==> src/rtl/if_fetch_if.sv <==
// ---------------------------------------------------------------------------
// if_fetch_if
//   Instruction read bus between the fetch stage and instruction memory.
//
//   Handshake:
//     - master drives req_o/addr_o; a request is accepted in the cycle where
//       req_o & gnt_i are both high. While req_o is high and gnt_i is low the
//       master keeps req_o/addr_o stable (a redirect may withdraw it).
//     - slave returns read data in request order by pulsing rvalid_i with
//       rdata_i, at least one cycle after the matching gnt_i.
//
//   Signals:
//     req_o     master->slave  request valid
//     addr_o    master->slave  word-aligned read address
//     gnt_i     slave->master  request accepted this cycle
//     rvalid_i  slave->master  read data valid
//     rdata_i   slave->master  read data
// ---------------------------------------------------------------------------
interface if_fetch_if;
   logic        req_o;
   logic [31:0] addr_o;
   logic        gnt_i;
   logic        rvalid_i;
   logic [31:0] rdata_i;

   modport master (
      output req_o,
      output addr_o,
      input  gnt_i,
      input  rvalid_i,
      input  rdata_i
   );

   modport slave (
      input  req_o,
      input  addr_o,
      output gnt_i,
      output rvalid_i,
      output rdata_i
   );
endinterface

==> src/rtl/if_fetch.sv <==
// ---------------------------------------------------------------------------
// if_fetch
//   Instruction fetch stage feeding the IF/ID pipeline register. Generates
//   the PC, issues reads on the req/gnt/rvalid bus, buffers returned words in
//   a small FIFO and presents one instruction (plus its address) per cycle.
//   Redirects from execute flush the buffer and discard responses that are
//   still in flight for the old path.
//
//   Ports:
//     clk, rst       clock, asynchronous active-high reset
//     hold_flag_i    pipeline hold code, 0 = advance
//     jump_flag_i    redirect request (highest priority)
//     jump_addr_i    redirect target (low two bits ignored)
//     bus            instruction read bus (master side)
//     inst_o         instruction to IF/ID (NOP when nothing valid)
//     inst_addr_o    address of inst_o
//     inst_valid_o   inst_o is a real fetched instruction
// ---------------------------------------------------------------------------
module if_fetch #(
   parameter logic [31:0] RESET_ADDR = 32'h0000_0000,
   parameter int          FIFO_DEPTH = 2
) (
   input  logic              clk,
   input  logic              rst,
   input  logic [2:0]        hold_flag_i,
   input  logic              jump_flag_i,
   input  logic [31:0]       jump_addr_i,
   if_fetch_if.master        bus,
   output logic [31:0]       inst_o,
   output logic [31:0]       inst_addr_o,
   output logic              inst_valid_o
);

   localparam int          PW        = $clog2(FIFO_DEPTH);
   localparam int          CW        = PW + 1;
   localparam logic [31:0] INST_NOP  = 32'h0000_0001;
   localparam logic [2:0]  HOLD_NONE = 3'd0;
   localparam logic [CW:0] DEPTH_C   = (CW + 1)'(FIFO_DEPTH);

   // ---------------------------------------------------------------------
   // State
   // ---------------------------------------------------------------------
   logic [31:0]   fetch_pc;      // next address to request
   logic [31:0]   resp_pc;       // address of the next response to be kept
   logic [CW-1:0] outstanding;   // granted requests without a response yet
   logic [CW-1:0] discard_cnt;   // in-flight responses belonging to an old path
   logic [CW-1:0] count;         // FIFO occupancy
   logic [PW-1:0] rd_ptr;
   logic [PW-1:0] wr_ptr;

   logic [31:0]   fifo_inst [FIFO_DEPTH];
   logic [31:0]   fifo_addr [FIFO_DEPTH];

   // ---------------------------------------------------------------------
   // Control terms
   // ---------------------------------------------------------------------
   logic          fifo_empty;
   logic          advance;
   logic          pop;
   logic          resp;
   logic          drop;
   logic          push;
   logic          req;
   logic          issue;
   logic [CW:0]   credit;
   logic [31:0]   jump_target;

   logic [31:0]   fetch_pc_nxt;
   logic [31:0]   resp_pc_nxt;
   logic [CW-1:0] outstanding_nxt;
   logic [CW-1:0] discard_cnt_nxt;
   logic [CW-1:0] count_nxt;
   logic [PW-1:0] rd_ptr_nxt;
   logic [PW-1:0] wr_ptr_nxt;

   // Low address bits of a redirect are forced to zero and otherwise unused.
   logic          unused_jump_bits;
   assign unused_jump_bits = ^jump_addr_i[1:0];

   assign jump_target = {jump_addr_i[31:2], 2'b00};
   assign fifo_empty  = (count == '0);
   assign advance     = (hold_flag_i == HOLD_NONE) && !jump_flag_i;
   assign pop         = !fifo_empty && advance;

   // Responses only count while something is outstanding; anything else is
   // a spurious pulse (e.g. a late beat from before a reset) and is ignored.
   assign resp        = bus.rvalid_i && (outstanding != '0);
   assign drop        = resp && (discard_cnt != '0);
   assign push        = resp && (discard_cnt == '0) && !jump_flag_i;

   // Every granted request owns a FIFO slot until its word is popped, so
   // the FIFO can never overflow. A slot freed by this cycle's pop may be
   // reused right away, which is what keeps the stream at one per cycle.
   assign credit      = {1'b0, count} + {1'b0, outstanding}
                        - {{CW{1'b0}}, pop};
   assign req         = !rst && advance && (credit < DEPTH_C);
   assign issue       = req && bus.gnt_i;

   assign bus.req_o   = req;
   assign bus.addr_o  = fetch_pc;

   // ---------------------------------------------------------------------
   // Next-state logic
   // ---------------------------------------------------------------------
   always_comb begin
      fetch_pc_nxt    = fetch_pc;
      resp_pc_nxt     = resp_pc;
      outstanding_nxt = outstanding + CW'(issue) - CW'(resp);
      discard_cnt_nxt = discard_cnt;
      count_nxt       = count + CW'(push) - CW'(pop);
      rd_ptr_nxt      = rd_ptr + PW'(pop);
      wr_ptr_nxt      = wr_ptr + PW'(push);

      if (issue) begin
         fetch_pc_nxt = fetch_pc + 32'd4;
      end
      if (push) begin
         resp_pc_nxt = resp_pc + 32'd4;
      end
      if (drop) begin
         discard_cnt_nxt = discard_cnt - 1'b1;
      end

      if (jump_flag_i) begin
         // Everything still in flight belongs to the old path. A response
         // landing this very cycle is already retired by the outstanding
         // decrement, so it is left out of the discard count.
         fetch_pc_nxt    = jump_target;
         resp_pc_nxt     = jump_target;
         discard_cnt_nxt = outstanding - CW'(resp);
         count_nxt       = '0;
         rd_ptr_nxt      = '0;
         wr_ptr_nxt      = '0;
      end
   end

   // ---------------------------------------------------------------------
   // Registers
   // ---------------------------------------------------------------------
   always_ff @(posedge clk or posedge rst) begin
      if (rst) begin
         fetch_pc    <= RESET_ADDR;
         resp_pc     <= RESET_ADDR;
         outstanding <= '0;
         discard_cnt <= '0;
         count       <= '0;
         rd_ptr      <= '0;
         wr_ptr      <= '0;
      end else begin
         fetch_pc    <= fetch_pc_nxt;
         resp_pc     <= resp_pc_nxt;
         outstanding <= outstanding_nxt;
         discard_cnt <= discard_cnt_nxt;
         count       <= count_nxt;
         rd_ptr      <= rd_ptr_nxt;
         wr_ptr      <= wr_ptr_nxt;
      end
   end

   // Buffer storage carries no reset: occupancy alone decides validity.
   always_ff @(posedge clk) begin
      if (push) begin
         fifo_inst[wr_ptr] <= bus.rdata_i;
         fifo_addr[wr_ptr] <= resp_pc;
      end
   end

   // ---------------------------------------------------------------------
   // IF/ID outputs: straight from the FIFO head. With nothing to offer (or
   // during a redirect) a NOP is presented at the address expected next.
   // ---------------------------------------------------------------------
   always_comb begin
      inst_o       = INST_NOP;
      inst_addr_o  = resp_pc;
      inst_valid_o = 1'b0;
      if (!fifo_empty && !jump_flag_i) begin
         inst_o       = fifo_inst[rd_ptr];
         inst_addr_o  = fifo_addr[rd_ptr];
         inst_valid_o = 1'b1;
      end
   end

endmodule

==> src/flat_wrapper.sv <==
// flat-port wrapper written by rule: the top's interface ports become plain ports
module if_fetch_flat 
#(
   parameter logic [31:0] RESET_ADDR = 32'h0000_0000,
   parameter int          FIFO_DEPTH = 2
)
  (clk, rst, hold_flag_i, jump_flag_i, jump_addr_i, inst_o, inst_addr_o, inst_valid_o, bus_req_o, bus_addr_o, bus_gnt_i, bus_rvalid_i, bus_rdata_i);
  if_fetch_if bus_i ();
  input  logic clk;
  input  logic rst;
  input  logic [2:0] hold_flag_i;
  input  logic jump_flag_i;
  input  logic [31:0] jump_addr_i;
  output logic [31:0] inst_o;
  output logic [31:0] inst_addr_o;
  output logic inst_valid_o;
  output wire logic [$bits(bus_i.req_o)-1:0] bus_req_o;
  output wire logic [$bits(bus_i.addr_o)-1:0] bus_addr_o;
  input wire logic [$bits(bus_i.gnt_i)-1:0] bus_gnt_i;
  input wire logic [$bits(bus_i.rvalid_i)-1:0] bus_rvalid_i;
  input wire logic [$bits(bus_i.rdata_i)-1:0] bus_rdata_i;
  assign bus_req_o = bus_i.req_o;
  assign bus_addr_o = bus_i.addr_o;
  assign bus_i.gnt_i = bus_gnt_i;
  assign bus_i.rvalid_i = bus_rvalid_i;
  assign bus_i.rdata_i = bus_rdata_i;
  if_fetch #(.RESET_ADDR(RESET_ADDR), .FIFO_DEPTH(FIFO_DEPTH)) u_core (.clk(clk), .rst(rst), .hold_flag_i(hold_flag_i), .jump_flag_i(jump_flag_i), .jump_addr_i(jump_addr_i), .bus(bus_i), .inst_o(inst_o), .inst_addr_o(inst_addr_o), .inst_valid_o(inst_valid_o));
endmodule
==> config.mk <==
export PLATFORM = sky130hd
export DESIGN_NAME = if_fetch_flat
export DESIGN_NICKNAME = d
export VERILOG_FILES = /design/src/rtl/if_fetch_if.sv /design/src/rtl/if_fetch.sv /design/src/flat_wrapper.sv
export SDC_FILE = /design/constraint.sdc
export NUM_CORES = 1
export LEC_CHECK = 0
export CAP_MARGIN = 5
export CORE_UTILIZATION = 45
export CTS_CLUSTER_SIZE = 10
export DETAILED_ROUTE_END_ITERATION = 12
export PLACE_DENSITY = 0.71
export SLEW_MARGIN = 20
export SYNTH_ARGS = -nofsm -noshare
export SYNTH_HDL_FRONTEND = slang
export SYNTH_SLANG_ARGS = --single-unit
export TNS_END_PERCENT = 100
==> constraint.sdc <==
create_clock -name clk -period 8.8 [get_ports clk]
set_clock_uncertainty 0.1 [all_clocks]
set_input_delay 1.76 -clock clk [delete_from_list [all_inputs] [get_ports clk]]
set_output_delay 1.76 -clock clk [all_outputs]
set_load 0.005 [all_outputs]
After elaboration in Yosys (flattened, before gate mapping)
Memories as Yosys holds them, arrays and structs flattened.
Cells that the tools add are included.

cells by class
  $add $sub $neg = 12
  multiply operators = 0
  div/mod/pow operators = 0
  $lt $le $gt $ge = 1
  equal/unequal tests = 0
  shift-type cells = 0
  mux-type cells = 14
  bitwise gates (word level) = 0
  reduce and logical (&&, ||, !) cells = 21

operators by type and width
  cell                                                                  count
  32-bit 2-to-1 mux                                                     6
  32-bit by 3-bit adder with 32-bit output, second input constant       2
  1-bit logical AND                                                     10
  2-bit nonzero test                                                    5
  2-bit 2-to-1 mux                                                      3
  2-bit by 1-bit subtractor with 2-bit output                           3
  1-bit 2-to-1 mux                                                      5
  2-bit by 1-bit adder with 2-bit output                                2
  2-bit zero test                                                       2
  2-bit by 2-bit adder with 3-bit output                                1
  1-bit zero test                                                       3
  3-bit zero test                                                       1
  3-bit by 2-bit < comparator with 1-bit output, second input constant  1
  3-bit by 1-bit subtractor with 3-bit output                           1
  1-bit adder                                                           2
  2-bit by 1-bit subtractor with 2-bit output, second input constant    1

storage, ports and cells
  bits in registers = 72
  bits in latches = 0
  bits in writable memories = 128
  memory bits (read-only) = 0
  input port bits = 72
  output and inout bits = 98
  memories = 2

memory list
  name              depth  bits a word  rd ports  clocked after Yosys merged registers in  write ports  RTL line        text
  u_core.fifo_addr  2      32           1         0                                        1            if_fetch.sv:52  logic [31:0] fifo_addr [FIFO_DEPTH];
  u_core.fifo_inst  2      32           1         0                                        1            if_fetch.sv:51  logic [31:0] fifo_inst [FIFO_DEPTH];

Logic depth before layout (Yosys ltp)
Gate-level depths: netlist (run 1).

  word-level depth = 9
  mapped depth = 14
  mapped depth without buffers = 11

Worst setup path after synthesis (run 1)
Ideal clock, no wire load.

  path kind = input port to output port
  from = in jump_flag_i
  to = out bus_req_o
  arrival time = 3.706 ns
  slack = 3.234 ns
  cell stages on the path = 7
  cells stage by stage = buf_6 > or4_4 > nor3_1 > o21ai_0 > fa_1 > xnor2_1 > nor4b_1

between the ends
  cells in the longest elaborated chain, start to end = 6
  elaborated cells between the ends (all ways) = 7
  those cells by class = 1 x add/sub; 1 x order compare; 5 x reduce/logical

RTL lines
  item                                           RTL line            text
  start: declaration                             flat_wrapper.sv:12  input logic jump_flag_i;
  1-bit zero test (*)                            if_fetch.sv:82      assign advance = (hold_flag_i == HOLD_NONE) && !jump_flag_i;
  1-bit logical AND (*)                          if_fetch.sv:82
  1-bit logical AND                              if_fetch.sv:83      assign pop = !fifo_empty && advance;
  3-bit by 1-bit subtractor with 3-bit output    if_fetch.sv:95      - {{CW{1'b0}}, pop};
  3-bit by 2-bit < comparator with 1-bit output  if_fetch.sv:96      assign req = !rst && advance && (credit < DEPTH_C);
  1-bit logical AND (*)                          if_fetch.sv:96
  end: declaration                               flat_wrapper.sv:17  output wire logic [$bits(bus_i.req_o)-1:0] bus_req_o;

Every way passes the cells marked *; elsewhere a longest branch is shown, timed or not.

Worst setup path in the final report (run 1)
  from = in hold_flag_i[1]
  to = out bus_req_o

between the ends
  cells in the longest elaborated chain, start to end = 6
  elaborated cells between the ends (all ways) = 7
  those cells by class = 1 x add/sub; 1 x order compare; 5 x reduce/logical

RTL lines
  item                                           RTL line            text
  start: declaration                             flat_wrapper.sv:11  input logic [2:0] hold_flag_i;
  3-bit zero test (*)                            if_fetch.sv:82
  1-bit logical AND (*)                          if_fetch.sv:82
  1-bit logical AND                              if_fetch.sv:83
  3-bit by 1-bit subtractor with 3-bit output    if_fetch.sv:95
  3-bit by 2-bit < comparator with 1-bit output  if_fetch.sv:96
  1-bit logical AND (*)                          if_fetch.sv:96

Marked as above.

==> impl_metrics.xml, run 1 <==
<?xml version="1.0" encoding="UTF-8"?>
<metrics>
  <group name="pwr">
    <metric name="leakage" unit="nW">3.875</metric>
    <metric name="power_per_cell_area" unit="nW/um^2">199.2</metric>
    <metric name="irDropWorstVdd" unit="mV">0.1623</metric>
    <metric name="total_power" unit="mW">2.225</metric>
  </group>
  <group name="logic_synthesis">
    <metric name="number_of_cells_produced_by_synthesis" unit="">742</metric>
    <metric name="ys_seq_area_share" unit="%">61.93</metric>
    <metric name="synth.lib_cells_used.distinct" unit="">50</metric>
    <metric name="synth-main-ff-cell" unit="">edfxtp_1</metric>
    <metric name="avg_cell_area_syn" unit="sq um">11.81</metric>
    <metric name="yosys_register_bits" unit="">192</metric>
    <metric name="share_of_async_settable_or_async_resettable_flops_after_synthesis" unit="%">35.42</metric>
    <metric name="synthesis.area" unit="sq um">8760</metric>
    <metric name="synth_edf_count" unit="">124</metric>
    <metric name="yosys_warnings" unit="">0</metric>
  </group>
  <group name="routing">
    <metric name="viasPerCell" unit="">5.317</metric>
    <metric name="drc" unit="">0</metric>
    <metric name="dr_total_vias" unit="">6200</metric>
    <metric name="drt_iter0_drc" unit="">348</metric>
    <metric name="routed_wire_length_per_instance" unit="microns">16.53</metric>
    <metric name="final_antenna_net_count" unit="">0</metric>
    <metric name="total_wire_length" unit="mm">19.28</metric>
    <metric name="length_of_the_first_detailed_routing_pass_in_iterations" unit="">5</metric>
  </group>
  <group name="clocking">
    <metric name="max-clock-path-buffers" unit="">2</metric>
    <metric name="clk_root_buf" unit="">clkbuf_16</metric>
    <metric name="post_cts_resized" unit="">0</metric>
    <metric name="cts_htree_levels" unit="">4</metric>
    <metric name="worst_setup_hold_path_clk_slew" unit="ps">70</metric>
    <metric name="clkLatencyLatePin" unit="ps">430</metric>
    <metric name="tritoncts.num_buffers" unit="">17</metric>
    <metric name="post_cts_buffers" unit="">0</metric>
    <metric name="holdBufCountCts" unit="">0</metric>
    <metric name="clock_net_sink_count" unit="">192</metric>
    <metric name="cts_tree" unit="">built</metric>
  </group>
  <group name="cells_and_area">
    <metric name="area_growth_syn_to_layout" unit="%">27.52</metric>
    <metric name="finalNetCount" unit="">976</metric>
    <metric name="seqCellArea" unit="sq um">5429</metric>
    <metric name="fraction_of_final_layout_cells_sized_beyond_drive_strength_1" unit="%">5.298</metric>
    <metric name="multiInputGateArea" unit="sq um">3088</metric>
    <metric name="commonest_cells_after_routing_fill_and_taps_aside" unit="">clkdlybuf4s50_1, edfxtp_1, nand2_1, o21ai_0, dfrtp_1</metric>
    <metric name="final_common_cell" unit="">clkdlybuf4s50_1</metric>
    <metric name="filler_cell_count" unit="">1584</metric>
    <metric name="utilization" unit="%">59.13</metric>
    <metric name="antenna_cells" unit="">0</metric>
  </group>
  <group name="worst_setup_path">
    <metric name="startpoint_type" unit="">input pin</metric>
    <metric name="crit_path_end_kind" unit="">output port</metric>
    <metric name="crit_path_max_fanout" unit="">4</metric>
    <metric name="worstSetupPathType" unit="">input pin to output port</metric>
    <metric name="cp_data_arrival_time" unit="ps">4590</metric>
    <metric name="worst_ep_required_time" unit="ps">6940</metric>
  </group>
  <group name="global_routing">
    <metric name="grt_start_max_net_pins" unit="">75</metric>
    <metric name="first_global_vias" unit="">5926</metric>
    <metric name="grt_pass1_wl" unit="mm">30.86</metric>
    <metric name="grt_util_all_layers" unit="%">20.02</metric>
    <metric name="grt-ovfl-total" unit="">0</metric>
    <metric name="number_of_antenna_violations_at_the_first_check_in_global_routing" unit="">0</metric>
  </group>
  <group name="placement">
    <metric name="dp_hpwl" unit="mm">12.96</metric>
    <metric name="port-buffer-count" unit="">163</metric>
    <metric name="globalplace.congestion" unit="">0.8457</metric>
    <metric name="placement.setup.worst_slack" unit="ps">2356</metric>
  </group>
  <group name="job">
    <metric name="max_cap_viol_count" unit="">0</metric>
  </group>
  <group name="sta">
    <metric name="layout_worst_path_cycle_share" unit="%">73.26</metric>
    <metric name="post-route-worst-setup-slack" unit="ps">2353</metric>
    <metric name="slew_limit_headroom" unit="%">28.30</metric>
    <metric name="period_minus_slack" unit="ps">6447</metric>
    <metric name="unrepaired_setup_endpoints_after_global_routing" unit="">no</metric>
    <metric name="setup_tns" unit="ps">0</metric>
    <metric name="timing.final.hold_violations" unit="">0</metric>
    <metric name="final_setup_violating_endpoints" unit="">0</metric>
    <metric name="slew_at_the_pin_closest_to_its_max_slew_limit" unit="ps">1072</metric>
    <metric name="maxSlewViolCount" unit="">0</metric>
    <metric name="fmaxAchievable" unit="MHz">155.1</metric>
  </group>
  <group name="die">
    <metric name="pin_count" unit="">170</metric>
    <metric name="chipWidth" unit="microns">141.5</metric>
    <metric name="dieHeight" unit="microns">141.5</metric>
    <metric name="start_util" unit="%">46.36</metric>
    <metric name="fp-row-count" unit="">50</metric>
    <metric name="dieArea" unit="sq um">20030</metric>
    <metric name="core" unit="sq um">18890</metric>
  </group>
  <group name="min_path">
    <metric name="min_path_type" unit="">flip-flop to flip-flop</metric>
  </group>
  <group name="run_status">
    <metric name="run_status" unit="">finished clean</metric>
  </group>
</metrics>
[per-layer routing]
| layer | vias to the layer above | routed length (microns) | track usage, % | share of wire (%) |
|---|---|---|---|---|
| li1 | 2993 | - | - | - |
| met1 | 2963 | 9124 | 28.91 | 47 |
| met2 | 228 | 8705 | 30.46 | 45 |
| met3 | 16 | 1247 | 4.556 | 6.5 |
| met4 | 0 | 201 | 5.263 | 1.0 |
| met5 | - | 0 | 0 | 0 |
[Yosys cell counts (4+ instances only)]
cell type | number | share of area (%)
edfxtp_1 | 124 | 43
nand2_1 | 90 | 3.9
o21ai_0 | 71 | 4.1
dfrtp_1 | 68 | 19
mux2i_1 | 64 | 7.3
nor2_1 | 58 | 2.5
clkbuf_1 | 30 | 1.3
nand3_1 | 26 | 1.5
xnor2_1 | 26 | 2.6
inv_1 | 17 | 0.73
nand4_1 | 16 | 1.1
xor2_1 | 15 | 1.5
nor3_1 | 13 | 0.74
o211ai_1 | 11 | 0.94
ha_1 | 10 | 1.4
a21oi_1 | 8 | 0.46
nor4_1 | 8 | 0.57
a31oi_1 | 7 | 0.50
and3_1 | 6 | 0.43
o311ai_1 | 6 | 0.60
or4_1 | 6 | 0.51
buf_4 | 5 | 0.43
and2_1 | 4 | 0.29
buf_1 | 4 | 0.17
o311ai_0 | 4 | 0.40
[cell families after synthesis]
family	after synthesis	share of synthesized area [%]
DFF	192	61.93
adders and majority gates	11	1.657
xor gates and xnor gates	41	4.099
AOI/OAI and AO/OA	122	8.328
other	1	0.04281
and+or+nand+nor	245	13.11
muxes	67	7.699
buffers and inverters	63	3.128
[final cells by class]
cell class | count | area share, %
multi-input combinational | 490 | 27.64
clock inverter | 12 | 1.064
timing repair buffer | 173 | 15.23
sequential | 192 | 48.60
clock buffer | 20 | 3.909
inverter | 19 | 0.6384
tap | 260 | 2.912
[worst max-delay path: stages]
cell and delay (ps):
clkdlybuf4s50_1 400, or4_4 530, nor3_1 310, o21ai_0 170
fa_1 400, xnor2_1 160, nor4b_1 300, clkdlybuf4s50_1 560
[path summary, 6_finish.rpt]
| path | start | to | slack [ps] | depth (start not counted) |
|---|---|---|---|---|
| max in group asynchronous | rst | u_core.rd_ptr$_DFF_PP0_ | 6110 | 3 |
| worst max register to register | u_core.count[1]$_DFF_PP0_ | u_core.bus.addr_o[13]$_DFFE_PP0P_ | 5040 | 11 |
| worst min-delay path | u_core.bus.addr_o[19]$_DFFE_PP0P_ | u_core.bus.addr_o[19]$_DFFE_PP0P_ | 460 | 1 |
| worst min register to register | u_core.bus.addr_o[19]$_DFFE_PP0P_ | u_core.bus.addr_o[19]$_DFFE_PP0P_ | 460 | 1 |
| min in group asynchronous | rst | u_core.rd_ptr$_DFF_PP0_ | 1860 | 3 |
| worst max-delay path | hold_flag_i[1] | bus_req_o | 2350 | 8 |
[stage by stage]
stage / hold slack (ps) / std cells / area, sq um
after global placement: 428.0 / 1134 / 10620
after CTS: 455.8 / 1166 / 11170
final: 462.1 / 1166 / 11170
after detailed placement: 442.7 / 1134 / 10620
after global routing: 467.0 / 1166 / 11170
after floorplan: 385.8 / 745 / 8771
[where the power goes]
| group | switching [mW] | internal, mW |
|---|---|---|
| Sequential | 0.0678 | 1.05 |
| Combinational | 0.187 | 0.196 |
| Clock | 0.312 | 0.414 |
[state kept, by name, summed over array words and instances (netlist names)]
signal / cells
u_core.count: 2
u_core.discard_cnt: 2
u_core.fifo_addr: 60
u_core.outstanding: 2
u_core.resp_pc: 30
u_core.wr_ptr: 1
u_core.rd_ptr: 1
u_core.bus.addr_o: 30
u_core.fifo_inst: 64
Note: power is estimated with default switching activity, not from simulation.
==> inputs of run 2 (changes only) <==
clock period = 6.6 ns   (was 8.8 ns; I/O delays follow)
==> run 2 against run 1 <==
Sequential power grew 33%. Worst setup slack got worse by 1300 ps. Utilization is 0.25 points higher. Die area stayed put. First-iteration DRC count shrank 8.6%. Routed wire length up 2.8%. Final area is 0.41% higher. Sequential share of layout area down 0.20 points. Register-to-register slack got worse by 2300 ps. Flip-flop and latch count did not move. Via count is 0.24% higher. Critical path type unchanged. Critical endpoint unchanged. Largest cell class unchanged.
==> impl_metrics.xml, run 2 (same netlist as run 1, synthesis figures left out) <==
<?xml version="1.0" encoding="UTF-8"?>
<metrics>
  <group name="min_path">
    <metric name="worst_hold_path.num_cells" unit="">0</metric>
    <metric name="hold_end" unit="">u_core.fifo_addr[0][17]$_DFFE_PP_</metric>
    <metric name="min_path_type" unit="">flip-flop to flip-flop</metric>
    <metric name="worstHoldStart" unit="">u_core.resp_pc[17]$_DFFE_PP0N_</metric>
  </group>
  <group name="global_routing">
    <metric name="groute.layer.met3.usage" unit="%">4.725</metric>
    <metric name="first_global_vias" unit="">5879</metric>
    <metric name="number_of_antenna_violations_at_the_first_check_in_global_routing" unit="">0</metric>
    <metric name="gr-usage-met1" unit="%">28.97</metric>
    <metric name="grt.met2_usage" unit="%">31.29</metric>
    <metric name="global_route.peak_usage_layer" unit="">met2</metric>
    <metric name="grt_start_max_net_pins" unit="">69</metric>
    <metric name="grt_pass1_wl" unit="mm">31.40</metric>
    <metric name="grt_util_all_layers" unit="%">20.35</metric>
    <metric name="grt-ovfl-total" unit="">0</metric>
  </group>
  <group name="worst_setup_path">
    <metric name="crit_top_cell" unit="">clkdlybuf4s50_1</metric>
    <metric name="ff2ff_path_depth" unit="">11</metric>
    <metric name="cpLargestDelayFamily" unit="">simple AND/OR/NAND/NOR gates</metric>
    <metric name="cp_data_arrival_time" unit="ps">4180</metric>
    <metric name="critical_path.cell_chain" unit="">clkdlybuf4s50_1, or4_4, nor3_1, o21ai_0, fa_1, xnor2_1, nor4b_1, clkdlybuf4s50_1</metric>
    <metric name="crit_path_end_kind" unit="">output port</metric>
    <metric name="worst_ep_required_time" unit="ps">5180</metric>
    <metric name="cp_slowest_cell" unit="">clkdlybuf4s50_1</metric>
    <metric name="crit_path_max_fanout" unit="">4</metric>
    <metric name="worstSetupPathType" unit="">input pin to output port</metric>
    <metric name="ff2ff_setup_slack" unit="ps">2790</metric>
    <metric name="startpoint_type" unit="">input pin</metric>
    <metric name="worst-path-buf-inv" unit="">2</metric>
    <metric name="slowest_delay" unit="ps">570</metric>
    <metric name="r2r_start" unit="">u_core.count[1]$_DFF_PP0_</metric>
    <metric name="r2r_end" unit="">u_core.bus.addr_o[10]$_DFFE_PP0P_</metric>
  </group>
  <group name="sta">
    <metric name="maxSlewViolCount" unit="">0</metric>
    <metric name="slew_at_the_pin_closest_to_its_max_slew_limit" unit="ps">1085</metric>
    <metric name="final_setup_violating_endpoints" unit="">0</metric>
    <metric name="timing.final.hold_violations" unit="">0</metric>
    <metric name="setup_tns" unit="ps">0</metric>
    <metric name="layout_worst_path_cycle_share" unit="%">84.78</metric>
    <metric name="period_minus_slack" unit="ps">5595</metric>
    <metric name="unrepaired_setup_endpoints_after_global_routing" unit="">no</metric>
    <metric name="fmaxAchievable" unit="MHz">178.7</metric>
    <metric name="slew_limit_headroom" unit="%">27.38</metric>
  </group>
  <group name="cells_and_area">
    <metric name="antenna_cells" unit="">0</metric>
    <metric name="final_common_cell" unit="">clkdlybuf4s50_1</metric>
    <metric name="finalNetCount" unit="">977</metric>
    <metric name="utilization" unit="%">59.37</metric>
    <metric name="area_growth_syn_to_layout" unit="%">28.05</metric>
    <metric name="fraction_of_final_layout_cells_sized_beyond_drive_strength_1" unit="%">5.843</metric>
    <metric name="largest_register_ffs" unit="">64</metric>
    <metric name="largest-register" unit="">u_core.fifo_inst</metric>
    <metric name="biggestRegsByFlops" unit="">u_core.fifo_inst: 64 flops, u_core.fifo_addr: 60 flops</metric>
    <metric name="commonest_cells_after_routing_fill_and_taps_aside" unit="">clkdlybuf4s50_1, edfxtp_1, nand2_1, o21ai_0, dfrtp_1</metric>
  </group>
  <group name="run_status">
    <metric name="run_status" unit="">finished clean</metric>
  </group>
  <group name="clocking">
    <metric name="clock_net_sink_count" unit="">192</metric>
    <metric name="clkLatencyLatePin" unit="ps">430</metric>
    <metric name="worst_setup_hold_path_clk_slew" unit="ps">60</metric>
    <metric name="post_cts_buffers" unit="">0</metric>
    <metric name="holdBufCountCts" unit="">0</metric>
    <metric name="cts_tree" unit="">built</metric>
    <metric name="cts_htree_levels" unit="">4</metric>
    <metric name="clk_root_buf" unit="">clkbuf_16</metric>
    <metric name="tritoncts.num_buffers" unit="">17</metric>
    <metric name="max-clock-path-buffers" unit="">2</metric>
    <metric name="post_cts_resized" unit="">0</metric>
  </group>
  <group name="placement">
    <metric name="globalplace.congestion" unit="">0.8696</metric>
    <metric name="dp_hpwl" unit="mm">13.34</metric>
    <metric name="port-buffer-count" unit="">163</metric>
  </group>
  <group name="routing">
    <metric name="final_antenna_net_count" unit="">0</metric>
    <metric name="drc" unit="">0</metric>
    <metric name="dr_total_vias" unit="">6215</metric>
    <metric name="total_wire_length" unit="mm">19.82</metric>
    <metric name="length_of_the_first_detailed_routing_pass_in_iterations" unit="">4</metric>
    <metric name="routed_wire_length_per_instance" unit="microns">16.99</metric>
    <metric name="drt_iter0_drc" unit="">318</metric>
    <metric name="viasPerCell" unit="">5.326</metric>
  </group>
  <group name="die">
    <metric name="core" unit="sq um">18890</metric>
    <metric name="dieHeight" unit="microns">141.5</metric>
    <metric name="pin_count" unit="">170</metric>
    <metric name="fp-row-count" unit="">50</metric>
    <metric name="dieArea" unit="sq um">20030</metric>
    <metric name="start_util" unit="%">46.36</metric>
    <metric name="chipWidth" unit="microns">141.5</metric>
  </group>
  <group name="pwr">
    <metric name="irDropWorstVdd" unit="mV">0.2339</metric>
    <metric name="power_per_cell_area" unit="nW/um^2">271.1</metric>
    <metric name="leakage" unit="nW">3.889</metric>
  </group>
  <group name="job">
    <metric name="max_cap_viol_count" unit="">0</metric>
  </group>
</metrics>
[run 2: cell types whose count changed in the layout (fill, tap and decap cells not counted)]
cell | previous run | this run
clkbuf_1 | 3 | 2
clkinvlp_2 | 0 | 1
bufinv_16 | 2 | 3
clkinvlp_4 | 2 | 4
inv_6 | 0 | 2
clkinv_1 | 4 | 1
buf_4 | 10 | 11
clkinv_2 | 3 | 2
clkinv_4 | 2 | 1
[run 2: final cells by class]
class / instances / area (sq um)
multi-input cells: 490 / 3088
inverters: 19 / 71.32
flip-flops and latches: 192 / 5429
clock inverters: 13 / 161.4
well taps: 260 / 325.3
clock buffers: 19 / 432.9
repair buffers: 174 / 1709
fillers: 1552 / 7676
[run 2: per-stage QoR]
stage	instance area (sq um)	setup slack (ps)	std cells	power, mW	hold WS [ps]
after floorplan	8771	1914	745	1.755	385.8
after global placement	10620	1099	1135	2.010	426.0
after detailed placement	10620	1022	1135	2.026	429.5
after CTS	11220	1027	1167	3.063	443.3
after global routing	11220	876.4	1167	3.185	471.5
final	11220	1005	1167	3.041	443.8
[run 2: worst max path at each step]
stage	slack, ps	depth (start not counted)	end	from
3_5_place_dp	1020	8	bus_req_o	hold_flag_i[1]
3_3_place_gp	1100	8	bus_req_o	hold_flag_i[1]
4_1_cts	1030	8	bus_req_o	hold_flag_i[1]
2_1_floorplan	1910	7	bus_req_o	jump_flag_i
5_1_grt	880	8	bus_req_o	hold_flag_i[1]
6_report	1000	8	bus_req_o	hold_flag_i[1]
[run 2: layer usage]
layer / vias up / wire length [microns]
met5: - / 0
met4: 0 / 227
met3: 15 / 1267
met2: 216 / 8947
met1: 2976 / 9380
li1: 3008 / -
[run 2: where the power goes]
group,internal (mW),switching [mW]
registers,1.40,0.0917
clock network,0.597,0.445
logic,0.262,0.248
total,2.26,0.785
[run 2: worst register-to-register path, cell delays in order (launching register included)]
cell and delay (ps):
dfrtp_1 460, nor2_1 80, nor3_1 260, o21ai_0 170
fa_1 400, xnor2_1 210, or3_1 150, buf_4 330
inv_2 270, nor2_1 890, o21ai_0 230, o311ai_1 150
